[src/rtl/hazard_ctrl_pkg.sv]
// Shared constants, state encoding and forwarding-priority helper for hazard_ctrl.
package hazard_ctrl_pkg;

  localparam logic [1:0] FWD_REG = 2'd0;
  localparam logic [1:0] FWD_ALU = 2'd1;
  localparam logic [1:0] FWD_MEM = 2'd2;
  localparam logic [1:0] FWD_WB  = 2'd3;

  localparam int CNT_W = 3;

  typedef enum logic {
    ST_RUN   = 1'b0,
    ST_DRAIN = 1'b1
  } state_t;

  // MEM beats WB because it holds the younger write; a MEM load supplies load data.
  function automatic logic [1:0] fwd_code(input logic mem_hit, input logic mem_load,
                                          input logic wb_hit);
    logic [1:0] code;
    code = FWD_REG;
    if (mem_hit && mem_load) code = FWD_MEM;
    else if (mem_hit)        code = FWD_ALU;
    else if (wb_hit)         code = FWD_WB;
    return code;
  endfunction

endpackage

[src/rtl/hazard_ctrl_fwd_sel.sv]
// Per-operand forwarding select: picks regfile, MEM ALU result, MEM load data or WB data.
module hazard_ctrl_fwd_sel
  import hazard_ctrl_pkg::*;
#(
  parameter int REG_W = 5
) (
  input  logic [REG_W-1:0] src,
  input  logic             use_src,
  input  logic [REG_W-1:0] mem_wraddr,
  input  logic             mem_regwrite,
  input  logic             mem_memread,
  input  logic [REG_W-1:0] wb_wraddr,
  input  logic             wb_regwrite,
  output logic [1:0]       sel
);

  logic src_live;
  logic mem_hit;
  logic wb_hit;

  // r0 is hard-wired zero, so it never matches a producer.
  assign src_live = use_src && (src != '0);
  assign mem_hit  = src_live && mem_regwrite && (src == mem_wraddr);
  assign wb_hit   = src_live && wb_regwrite && (src == wb_wraddr);
  assign sel      = fwd_code(mem_hit, mem_memread, wb_hit);

endmodule

[src/rtl/hazard_ctrl.sv]
// Decode-stage hazard controller: operand forwarding, EX-dependency stall/bubble, redirect drain.
// Optional build macro HAZARD_PERF_CNT_EN adds stall/flush event counters.
module hazard_ctrl
  import hazard_ctrl_pkg::*;
#(
  parameter int DRAIN_CYC = 2,
  parameter int REG_W     = 5
) (
  input  logic             i_clk,
  input  logic             i_rst,
  input  logic [REG_W-1:0] i_rs,
  input  logic [REG_W-1:0] i_rt,
  input  logic             i_use_rs,
  input  logic             i_use_rt,
  input  logic [REG_W-1:0] i_ex_wraddr,
  input  logic             i_ex_regwrite,
  input  logic [REG_W-1:0] i_mem_wraddr,
  input  logic             i_mem_regwrite,
  input  logic             i_mem_memread,
  input  logic [REG_W-1:0] i_wb_wraddr,
  input  logic             i_wb_regwrite,
  input  logic             i_exception,
  input  logic             i_eret,
  output logic [1:0]       o_mux_ctrl1,
  output logic [1:0]       o_mux_ctrl2,
  output logic             o_stall,
  output logic             o_bubble,
  output logic             o_flush,
  output logic             o_busy
`ifdef HAZARD_PERF_CNT_EN
  ,
  output logic [31:0]      o_stall_cnt,
  output logic [31:0]      o_flush_cnt
`endif
);

  localparam logic [CNT_W-1:0] DRAIN_LOAD = CNT_W'(DRAIN_CYC - 1);

  state_t           state;
  state_t           state_n;
  logic [CNT_W-1:0] cnt;
  logic [CNT_W-1:0] cnt_n;
  logic [1:0]       sel_rs;
  logic [1:0]       sel_rt;
  logic             redirect;
  logic             ex_hazard;
  logic             redirect_acc;

  hazard_ctrl_fwd_sel #(.REG_W(REG_W)) u_fwd_sel_rs (
    .src          (i_rs),
    .use_src      (i_use_rs),
    .mem_wraddr   (i_mem_wraddr),
    .mem_regwrite (i_mem_regwrite),
    .mem_memread  (i_mem_memread),
    .wb_wraddr    (i_wb_wraddr),
    .wb_regwrite  (i_wb_regwrite),
    .sel          (sel_rs)
  );

  hazard_ctrl_fwd_sel #(.REG_W(REG_W)) u_fwd_sel_rt (
    .src          (i_rt),
    .use_src      (i_use_rt),
    .mem_wraddr   (i_mem_wraddr),
    .mem_regwrite (i_mem_regwrite),
    .mem_memread  (i_mem_memread),
    .wb_wraddr    (i_wb_wraddr),
    .wb_regwrite  (i_wb_regwrite),
    .sel          (sel_rt)
  );

  // Exception and eret arriving together collapse into one redirect.
  assign redirect  = i_exception || i_eret;
  assign ex_hazard = i_ex_regwrite && (i_ex_wraddr != '0) &&
                     ((i_use_rs && (i_rs == i_ex_wraddr)) ||
                      (i_use_rt && (i_rt == i_ex_wraddr)));
  assign redirect_acc = (state == ST_RUN) && redirect && !i_rst;
  assign o_busy       = (state == ST_DRAIN);

  always_ff @(posedge i_clk or posedge i_rst) begin
    if (i_rst) begin
      state <= ST_RUN;
      cnt   <= '0;
    end else begin
      state <= state_n;
      cnt   <= cnt_n;
    end
  end

  always_comb begin
    state_n     = state;
    cnt_n       = cnt;
    o_flush     = 1'b0;
    o_stall     = 1'b0;
    o_bubble    = 1'b0;
    o_mux_ctrl1 = sel_rs;
    o_mux_ctrl2 = sel_rt;
    unique case (state)
      ST_RUN: begin
        // Flush wins over a coincident hazard: the PC takes the redirect instead of holding.
        if (redirect) begin
          o_flush = 1'b1;
          cnt_n   = DRAIN_LOAD;
          if (DRAIN_CYC > 1) state_n = ST_DRAIN;
        end else if (ex_hazard) begin
          o_stall  = 1'b1;
          o_bubble = 1'b1;
        end
      end
      ST_DRAIN: begin
        o_flush = 1'b1;
        if (cnt <= CNT_W'(1)) begin
          cnt_n   = '0;
          state_n = ST_RUN;
        end else begin
          cnt_n = cnt - CNT_W'(1);
        end
      end
      default: state_n = ST_RUN;
    endcase
    if (i_rst) begin
      o_flush     = 1'b0;
      o_stall     = 1'b0;
      o_bubble    = 1'b0;
      o_mux_ctrl1 = FWD_REG;
      o_mux_ctrl2 = FWD_REG;
    end
  end

`ifdef HAZARD_PERF_CNT_EN
  always_ff @(posedge i_clk or posedge i_rst) begin
    if (i_rst) begin
      o_stall_cnt <= '0;
      o_flush_cnt <= '0;
    end else begin
      if (o_stall)      o_stall_cnt <= o_stall_cnt + 32'd1;
      if (redirect_acc) o_flush_cnt <= o_flush_cnt + 32'd1;
    end
  end
`endif

endmodule

[config.mk]
export PLATFORM = sky130hd
export DESIGN_NAME = hazard_ctrl
export DESIGN_NICKNAME = d
export VERILOG_FILES = /design/src/rtl/hazard_ctrl_pkg.sv /design/src/rtl/hazard_ctrl_fwd_sel.sv /design/src/rtl/hazard_ctrl.sv
export SDC_FILE = /design/constraint.sdc
export NUM_CORES = 1
export LEC_CHECK = 0
export ABC_AREA = 1
export ABC_CLOCK_PERIOD_IN_PS = 1650
export CAP_MARGIN = 20
export CELL_PAD_IN_SITES_DETAIL_PLACEMENT = 2
export CELL_PAD_IN_SITES_GLOBAL_PLACEMENT = 2
export CORE_MARGIN = 3
export CORE_UTILIZATION = 18
export CTS_CLUSTER_SIZE = 30
export DETAILED_ROUTE_END_ITERATION = 8
export GPL_TIMING_DRIVEN = 0
export PLACE_DENSITY = 0.83
export SKIP_CTS_REPAIR_TIMING = 1
export SYNTH_ARGS = -nofsm -noshare
export SYNTH_HDL_FRONTEND = slang
export SYNTH_SLANG_ARGS = --single-unit
[constraint.sdc]
create_clock -name i_clk -period 1.65 [get_ports i_clk]
set_input_delay 0.165 -clock i_clk [delete_from_list [all_inputs] [get_ports i_clk]]
set_output_delay 0.165 -clock i_clk [all_outputs]
set_load 0.02 [all_outputs]
==> results of run 1 <==
[cells by family (layout without fill, tap and decap cells)]
kind of cell / Yosys count / after routing / share of synthesized area
AOI/OAI and AO/OA: 16 / 16 / 0.101
and+or+nand+nor: 122 / 122 / 0.592
xor gates and xnor gates: 1 / 1 / 0.0103
adders and majority gates: 2 / 2 / 0.0294
DFF: 4 / 4 / 0.117
buffers and inverters: 33 / 79 / 0.150
[power groups by stage]
stage | sequential (mW) | combinational (mW) | clock [mW]
after global placement | 0.190 | 0.469 | 0
after CTS | 0.191 | 0.513 | 0.209
after detailed placement | 0.192 | 0.492 | 0
final | 0.199 | 0.505 | 0.203
after global routing | 0.207 | 0.580 | 0.218
after floorplan | 0.198 | 0.259 | 0
[critical path, cell delays in order]
cell and delay [ns]:
clkdlybuf4s50_1 0.52, nand2_1 0.08, nor3_2 0.12, nand3_1 0.12, a21oi_2 0.18, buf_4 0.13
buf_6 0.11
[area by class of cell]
| type | instances | area [µm²] | share of cell area |
|---|---|---|---|
| sequential | 4 | 100 | 0.0676 |
| timing repair buffer | 43 | 482 | 0.325 |
| inverter | 32 | 120 | 0.0811 |
| multi-input combinational | 141 | 666 | 0.449 |
| tap | 52 | 65.1 | 0.0439 |
| buffer | 1 | 7.51 | 0.00507 |
| clock buffer | 3 | 41.3 | 0.0279 |
[synthesized netlist by cell type]
cell     number
nor2_1       31
o22ai_1       2
buf_4         1
inv_1        22
nand2_1      67
o21ai_1       4
or2_1         1
xor2_1        1
a21oi_1       4
ha_1          2
nor3_1        9
nor2_2        3
o21ai_0       5
dfrtp_1       4
nand3_2       2
nand4_1       1
inv_2        10
nand3_1       8
o21ai_2       1
[worst min path at each step]
stage	endpoint	cells after the start	slack, ns
floorplan	cnt[0]	1	-0.06
global placement	cnt[2]	2	0.51
detailed placement	o_busy	2	0.50
CTS	o_busy	2	0.28
global route	cnt[2]	2	0.29
finish	o_busy	2	0.25
[cell usage in the layout, fill, tap and decap left out, types with 2 or more instances in the layout]
cell             count
inv_1               18
nor2_1              28
nand2_1             66
dfrtp_1              4
clkbuf_2             2
inv_2               14
a21oi_1              3
nor2_2               5
clkdlybuf4s50_1      8
nand3_2              2
buf_4                5
dlymetal6s2s_1      28
o22ai_1              2
nor3_2               4
nand3_1              8
o21ai_1              6
clkbuf_8             3
ha_1                 2
o21ai_0              3
nor3_1               5
[per-layer routing]
metal / global-route usage / share of wire / up-vias / wire (µm)
met5: 0 / 0 / - / 0
li1: - / - / 637 / -
met2: 0.248 / 0.51 / 24 / 1910
met4: 0.0119 / 0.0048 / 0 / 18
met1: 0.171 / 0.45 / 559 / 1710
met3: 0.0147 / 0.033 / 2 / 125
[registers in the layout, indices dropped and copies added (netlist names)]
register	count
cnt	3
o_busy	1
==> reports/summary.txt, run 1 <==
period utilization - 0.961
Gate Count Post-Synth - 178
cell count of the worst reg-to-reg path - 4
Total Routing Usage GR - 0.133
CTS root buffer - clkbuf_8
wire per inst - 13.6 µm
clock insertion delay at the later pin of the skew report - 0.22 ns
area after detailed placement - 1340 µm²
areal power density over the cells - 613 nW/µm²
Clock Path Buffers - 2
Starting DRT DRC Count - 27
worst path setup slack after routing - 0.0651 ns
final net count - 263
number of top-level design ports - 43
number of buffer cells added on primary ports - 42
syn nets - 215
R2R setup slack - 0.48 ns
area growth from synthesis to layout - 73.9%
floorplan die height - 74.8 µm
vias after detailed routing - 1222
crit start category - primary input
Max transition margin - 0.835
switching power total - 387 µW
clock tree from TritonCTS - built
total of flip-flops plus latches after synthesis - 4
total number of placement rows - 24
number of CTS-inserted buffers - 3
total non-filler cell area in the finished layout - 1480 µm²
class of the most critical setup path - primary input to output port
Reg clk slew, reported paths - 0.03 ns
layout cells sized above 1 - 0.183
FF-to-FF Start - cnt[0]
final wirelength - 3760 µm
combinational share of power - 0.557
fraction of the core area covered by cells at the end of the flow - 0.331
IR drop worst, VDD - 0.000599 V
number of H-tree branching levels - 1
DR vias/cell - 4.43
number of search-and-repair iterations in the first detailed-routing pass - 4
top post-synthesis cells by area - nand2_1 (30%), nor2_1 (14%), dfrtp_1 (12%)
final worst hold slack - 0.251 ns
remaining antenna violation count after routing - 0
CTS Sinks - 4
global-route wire length before repair - 5850 µm
number of failing setup endpoints in the final timing report - 0
outcome - complete, no violations
cell internal power dissipation - 521 µW
reg-to-reg endpoint - cnt[0]
data arrival at the endpoint of the critical path - 1.42 ns
YS warnings - 0
area share of the leading cell type in the synthesized netlist - 0.295
number of unique standard cell types used by synthesis - 19
slew of the pin with the lowest slew margin - 0.246 ns
post-synthesis average cell area - 4.79 µm²
leak pwr - 0.982 nW
post-synthesis cell area - 852 µm²
maximum clock rate - 631 MHz
Inst Count DP - 272
maximum number of pins on one net before global-route repair - 6
crit path from - i_use_rs
Design Power - 908 µW
non-filler cells, final - 276
DP Worst Slack - -0.670 ns
number of global-route vias before repair - 1305
horizontal die dimension - 74.8 µm
Die ar. - 5600 µm²
critical path endpoint category - output port
clock tree skew after final layout - 0.00323 ns
share of power burned in registers - 0.219
maximum net fanout on the critical path - 2
top cell type by total area after synthesis - nand2_1
effective utilization at floorplan - 0.190
number of max-cap violations - 0
count of final max-slew check failures - 0
Final Hold Viols - 0
Layout fillers - 569
Critical Path Sink - o_stall
required time of the critical path - 1.48 ns
final weighted congestion of routability-driven global placement - 0.826
# DRC - 0
diode insertion count for antenna repair - 0
time the worst path needs with I/O delays and setup - 1.58 ns
setup TNS after final layout - 0 ns
proportion of power drawn by the clock network - 0.224
gr ovfl total - 0
antenna violations before repair - 0
type of the worst min-delay path - primary input to asynchronous set/reset pin
CORE AREA - 4470 µm²
Net Sw Frac - 0.426
proportion of synthesized chip area in sequential cells - 0.117
HPWL after detailed placement - 3150 µm
(Power assumes the default switching activity.)
==> inputs of run 2 (changes only) <==
- ABC_CLOCK_PERIOD_IN_PS: 1650 -> 1600
- CORE_ASPECT_RATIO: not set -> 1.5
- CORE_UTILIZATION: 18 -> 17
- PLACE_DENSITY: 0.83 -> 0.79
- clock period: 1.65 -> 1.6 ns (I/O delays scaled with it)
==> run 2 against run 1 <==
Final cell count up 4.7%. Non-clock buffer count rose by 1. Clock power grew 4%. First-iteration DRC count is 33% lower. Global-route usage fell by 0.23 points. Worst setup slack improved by 0.026 ns. Critical endpoint is now o_mux_ctrl1[1]. Largest power group unchanged.
==> reports/summary.txt, run 2 (synthesized netlist as in run 1, its figures left out) <==
number of search-and-repair iterations in the first detailed-routing pass - 4 (unchanged)
DR vias/cell - 4.37 (-1.2%)
antenna violations before repair - 0 (unchanged)
unrepaired setup endpoints after global routing - false
number of failing setup endpoints in the final timing report - 0 (unchanged)
HPWL after detailed placement - 3280 µm (+4.3%)
most common cell after layout, fill and taps aside - nand2_1
class of the most critical setup path - primary input to output port
clock tree skew after final layout - 0.00144 ns (-0.00179 ns)
remaining antenna violation count after routing - 0 (unchanged)
Die ar. - 5920 µm² (+5.7%)
clock tree from TritonCTS - built
data arrival at the endpoint of the critical path - 1.35 ns (-0.07 ns)
period utilization - 0.943
total non-filler cell area in the finished layout - 1510 µm² (+1.9%)
max reg flops - 3 (unchanged)
maximum net fanout on the critical path - 3 (+1)
horizontal die dimension - 63.8 µm (-15%)
master of the slowest instance on the critical path - clkdlybuf4s50_1
layout cells sized above 1 - 0.169 (-0.0141)
count of final max-slew check failures - 0 (unchanged)
number of top-level design ports - 43 (unchanged)
areal power density over the cells - 617 nW/µm² (+0.78%)
Total Routing Usage GR - 0.131 (-0.00229)
number of max-cap violations - 0 (unchanged)
Inst Count DP - 284 (+4.4%)
total number of placement rows - 30 (+25%)
number of buffer cells added on primary ports - 42 (unchanged)
fraction of the core area covered by cells at the end of the flow - 0.322 (-0.00923)
number of global-route vias before repair - 1416 (+8.5%)
required time of the critical path - 1.44 ns (-0.04 ns)
area growth from synthesis to layout - 77.2%
Starting DRT DRC Count - 18 (-33%)
setup TNS after final layout - 0 ns (unchanged)
combined area of the multi-input logic cells - 657 µm² (-1.3%)
Critical Path Most Common Cell - nand2_1
most flop-heavy register - cnt
maximum clock rate - 663 MHz
worst path setup slack after routing - 0.0908 ns (+0.0258 ns)
FF/Latch Area - 100 µm² (unchanged)
global-route wire length before repair - 6250 µm (+6.8%)
CORE AREA - 4690 µm² (+4.9%)
Design Power - 932 µW (+2.7%)
Max transition margin - 0.817 (-0.0182)
cell-by-cell listing of the critical path - clkdlybuf4s50_1 > nand2_1 > nor2_2 > nand3_2 > nand2_1 > nand2_1 > nor2_1 > buf_4
diode insertion count for antenna repair - 0 (unchanged)
number of H-tree branching levels - 1 (unchanged)
effective utilization at floorplan - 0.182 (-0.00884)
number of CTS-inserted buffers - 3 (unchanged)
DP Worst Slack - -0.741 ns (-0.0710 ns)
wire per inst - 13.4 µm (-1.9%)
gr ovfl total - 0 (unchanged)
IR drop worst, VDD - 0.000581 V (-3.0%)
CTS root buffer - clkbuf_8
final weighted congestion of routability-driven global placement - 0.765 (-7.3%)
non-filler cells, final - 289 (+4.7%)
final worst hold slack - 0.305 ns (+0.0539 ns)
count of buffer and inverter cells on the critical path - 2 (-1)
Final Hold Viols - 0 (unchanged)
clock insertion delay at the later pin of the skew report - 0.22 ns (about the same)
slew of the pin with the lowest slew margin - 0.273 ns (+0.0271 ns)
CTS Sinks - 4 (unchanged)
Reg clk slew, reported paths - 0.03 ns (about the same)
maximum number of pins on one net before global-route repair - 6 (unchanged)
leak pwr - 1.01 nW (+3.3%)
commonest cells after routing, fill and taps aside - nand2_1 (67), dlymetal6s2s_1 (31), nor2_1 (28), inv_1 (19), inv_2 (13)
critical path endpoint category - output port
vias after detailed routing - 1264 (+3.4%)
outcome - complete, no violations
floorplan die height - 92.7 µm (+24%)
highest cell delay on the worst timing path - 0.48 ns (-0.04 ns)
# DRC - 0 (unchanged)
crit start category - primary input
Layout fillers - 597 (+4.9%)
final wirelength - 3870 µm (+2.7%)
time the worst path needs with I/O delays and setup - 1.51 ns
area after detailed placement - 1350 µm² (+1.1%)
R2R setup slack - 0.48 ns (about the same)
crit-path leading delay family - buffers and inverters
final net count - 264 (+0.38%)
Clock Path Buffers - 2 (unchanged)
type of the worst min-delay path - primary input to register
run 2: cell count changes in the layout (fill, tap and decap cells not counted), sizes merged:
cell and change:
buf +2, dlygate4sd3 +1, clkdlybuf4s50 -3, clkbuf -2
dlymetal6s2s +3
run 2: cell type report:
cell class                      instances  area share
Inverter                               32      0.0795
Tap cell                               64      0.0530
Clock buffer                            3      0.0273
Sequential cell                         4      0.0663
Multi-Input combinational cell        141       0.435
Timing Repair Buffer                   44       0.334
Buffer                                  1     0.00497
run 2: worst paths after layout:
path,from,end,depth (start not counted)
hold / removal,i_exception,o_busy,4
setup / recovery,i_mem_regwrite,o_mux_ctrl1[1],8
min in group asynchronous,i_rst,cnt[1],3
setup reg to reg,cnt[0],cnt[2],5
hold reg to reg,cnt[0],cnt[0],1
max in group asynchronous,i_rst,cnt[2],3
run 2: per-layer routing:
layer | routed length [µm] | part of all wire | vias to the layer above | GRT usage
met3 | 150 | 0.039 | 7 | 0.00971
met2 | 2190 | 0.57 | 31 | 0.263
met4 | 58 | 0.015 | 0 | 0.0450
met5 | 0 | 0 | - | 0
li1 | - | - | 639 | -
met1 | 1470 | 0.38 | 587 | 0.137
run 2: where the power goes:
group / leakage (nW) / internal [mW] / switching (mW) / total, mW
registers: 0.0505 / 0.151 / 0.0565 / 0.208
logic: 0.943 / 0.225 / 0.289 / 0.514
clock network: 0.0216 / 0.160 / 0.0506 / 0.211
run 2: worst reg2reg max path: stages (launching register included):
cell and delay (ns):
dfrtp_1 0.40, inv_1 0.06, ha_1 0.22, xor2_1 0.17, nand3_1 0.09, o21ai_1 0.09
==> inputs of run 3 (changes only) <==
--- a/config.mk
+++ b/config.mk
@@ -12,3 +12,2 @@
 export CELL_PAD_IN_SITES_GLOBAL_PLACEMENT = 2
-export CORE_ASPECT_RATIO = 1.5
 export CORE_MARGIN = 3
--- a/constraint.sdc
+++ b/constraint.sdc
@@ -3,2 +3,2 @@
 set_output_delay 0.16 -clock i_clk [all_outputs]
-set_load 0.02 [all_outputs]
+set_load 0.01 [all_outputs]
==> run 3 against run 2 <==
Design area shrank 0.41%. Critical path depth did not move. Final cell count up 1.0%. Via count grew 1.3%. Routed wire length grew 3.9%. Count of clock-buffer cells in the layout unchanged. Register-to-register slack lost 0.10 ns. Non-clock buffer count is the same. Maximum frequency down 3.8%. First-iteration DRC count up 78%. Clock power rose by 2%. Core utilization down 0.76 points. Largest power group unchanged. Highest routed layer unchanged.
==> reports/summary.txt, run 3 (synthesized netlist as in run 1, its figures left out) <==
number of H-tree branching levels - 1 (unchanged)
combined area of the multi-input logic cells - 659 µm² (+0.38%)
layout cells sized above 1 - 0.173 (+0.00444)
combinational share of power - 0.544 (-0.007)
required time of the critical path - 1.44 ns (about the same)
FF-to-FF Start - cnt[0]
switching power total - 398 µW (+0.36%)
HPWL after detailed placement - 3240 µm (-1.2%)
cell internal power dissipation - 536 µW (about the same)
effective utilization at floorplan - 0.178 (-0.00356)
diode insertion count for antenna repair - 0 (unchanged)
crit-path leading delay family - buffers and inverters
floorplan die height - 76.8 µm (-17%)
share of power burned in registers - 0.225 (+0.002)
number of search-and-repair iterations in the first detailed-routing pass - 4 (unchanged)
# DRC - 0 (unchanged)
final net count - 264 (unchanged)
period utilization - 0.981 (+0.0376)
final weighted congestion of routability-driven global placement - 0.768 (+0.42%)
data arrival at the endpoint of the critical path - 1.41 ns (+0.06 ns)
class of the most critical setup path - primary input to output port
leak pwr - 1.01 nW (-0.57%)
areal power density over the cells - 621 nW/µm² (+0.61%)
FF/Latch Area - 100 µm² (unchanged)
highest cell delay on the worst timing path - 0.50 ns (+0.02 ns)
Starting DRT DRC Count - 32 (+14)
master of the slowest instance on the critical path - clkdlybuf4s50_1
most flop-heavy register - cnt
Net Sw Frac - 0.426 (+0.000706)
number of failing setup endpoints in the final timing report - 0 (unchanged)
Total Routing Usage GR - 0.133 (+0.00213)
vias after detailed routing - 1281 (+1.3%)
count of final max-slew check failures - 0 (unchanged)
clock insertion delay at the later pin of the skew report - 0.22 ns (about the same)
total number of placement rows - 25 (-17%)
horizontal die dimension - 76.8 µm (+20%)
CTS root buffer - clkbuf_8
non-filler cells, final - 292 (+1.0%)
Reg clk slew, reported paths - 0.03 ns (about the same)
Max transition margin - 0.780 (-0.0366)
Design Power - 934 µW (+0.19%)
reg-to-reg endpoint - cnt[0]
CORE AREA - 4790 µm² (+2.0%)
slew of the pin with the lowest slew margin - 0.328 ns (+0.0546 ns)
maximum net fanout on the critical path - 3 (unchanged)
Inst Count DP - 287 (+1.1%)
cell-by-cell listing of the critical path - clkdlybuf4s50_1 > nand2_2 > nor2_2 > nand3_2 > nand2_1 > nand2_1 > nor2_1 > clkbuf_2
max reg flops - 3 (unchanged)
maximum clock rate - 637 MHz (-3.8%)
most common cell after layout, fill and taps aside - nand2_1
outcome - complete, no violations
type of the worst min-delay path - primary input to asynchronous set/reset pin
number of top-level design ports - 43 (unchanged)
maximum number of pins on one net before global-route repair - 6 (unchanged)
number of global-route vias before repair - 1341 (-5.3%)
Critical Path Most Common Cell - nand2_1
clock tree from TritonCTS - built
Layout fillers - 620 (+3.9%)
critical path endpoint category - output port
Final Hold Viols - 0 (unchanged)
remaining antenna violation count after routing - 0 (unchanged)
crit start category - primary input
number of CTS-inserted buffers - 3 (unchanged)
global-route wire length before repair - 6420 µm (+2.8%)
cell count of the worst reg-to-reg path - 4 (-1)
antenna violations before repair - 0 (unchanged)
clock tree skew after final layout - 0.000410 ns (-0.00103 ns)
final wirelength - 4020 µm (+3.9%)
CTS Sinks - 4 (unchanged)
count of buffer and inverter cells on the critical path - 2 (unchanged)
wire per inst - 13.8 µm (+2.8%)
Die ar. - 5900 µm² (-0.30%)
R2R setup slack - 0.38 ns (-0.10 ns)
Clock Path Buffers - 2 (unchanged)
gr ovfl total - 0 (unchanged)
time the worst path needs with I/O delays and setup - 1.57 ns (+0.0602 ns)
DR vias/cell - 4.39 (+0.30%)
number of max-cap violations - 0 (unchanged)
IR drop worst, VDD - 0.000604 V (+4.0%)
area growth from synthesis to layout - 76.5%
number of buffer cells added on primary ports - 42 (unchanged)
commonest cells after routing, fill and taps aside - nand2_1 (66), dlymetal6s2s_1 (30), nor2_1 (28), inv_1 (19), inv_2 (13)
proportion of power drawn by the clock network - 0.231 (+0.005)
run 3: cell types whose count changed in the layout (fill, tap and decap cells not counted), sizes merged:
cell	before	now
clkbuf	3	5
clkdlybuf4s50	5	7
buf	8	6
dlygate4sd3	1	0
dlymetal6s2s	31	30
run 3: per-stage QoR:
stage / hold WS [ns] / instance area [µm²] / setup WS, ns / util / setup TNS [ns]
global route: 0.333 / 1500 / -0.0362 / 0.314 / -0.0854
detailed placement: 0.560 / 1360 / -0.645 / 0.283 / -3.69
CTS: 0.332 / 1400 / -0.643 / 0.292 / -3.77
finish: 0.297 / 1500 / 0.0306 / 0.314 / 0
global placement: 0.528 / 1360 / -0.616 / 0.283 / -3.53
floorplan: -0.0655 / 852 / 0.310 / - / 0
run 3: layout make-up:
class / count / share of cell area
inverters: 32 / 0.0799
clock buffers: 3 / 0.0275
plain buffers: 1 / 0.00499
well taps: 67 / 0.0557
repair buffers: 44 / 0.327
multi-input cells: 141 / 0.438
flip-flops and latches: 4 / 0.0666
run 3: worst max path at each step:
stage	cells past startpoint	end	slack [ns]	startpoint
2_1_floorplan	4	o_stall	0.31	o_busy
4_1_cts	7	o_mux_ctrl2[1]	-0.64	i_rt[4]
6_report	8	o_mux_ctrl1[0]	0.03	i_mem_regwrite
5_1_grt	6	o_stall	-0.04	i_rst
3_3_place_gp	7	o_mux_ctrl2[1]	-0.62	i_rt[4]
3_5_place_dp	7	o_mux_ctrl2[1]	-0.64	i_rt[4]
run 3: metal layers:
layer / global-route usage / vias up / routed length [µm]
met5: 0 / - / 0
met4: 0.0326 / 0 / 55
met3: 0.0153 / 6 / 134
met2: 0.242 / 25 / 2150
met1: 0.165 / 610 / 1680
li1: - / 640 / -
run 3: power groups by stage:
stage | clock [mW] | combinational [mW] | sequential [mW]
after floorplan | 0 | 0.263 | 0.194
after global placement | 0 | 0.476 | 0.198
after detailed placement | 0 | 0.494 | 0.203
after CTS | 0.218 | 0.506 | 0.203
after global routing | 0.228 | 0.589 | 0.223
final | 0.216 | 0.508 | 0.210
run 3: worst register-to-register path, delay by kind of cell, from the launching register on:
family,cells,cell delay [ns]
adders and majority gates,1,0.22
and+or+nand+nor,1,0.13
DFF,1,0.43
AOI/OAI and AO/OA,2,0.35
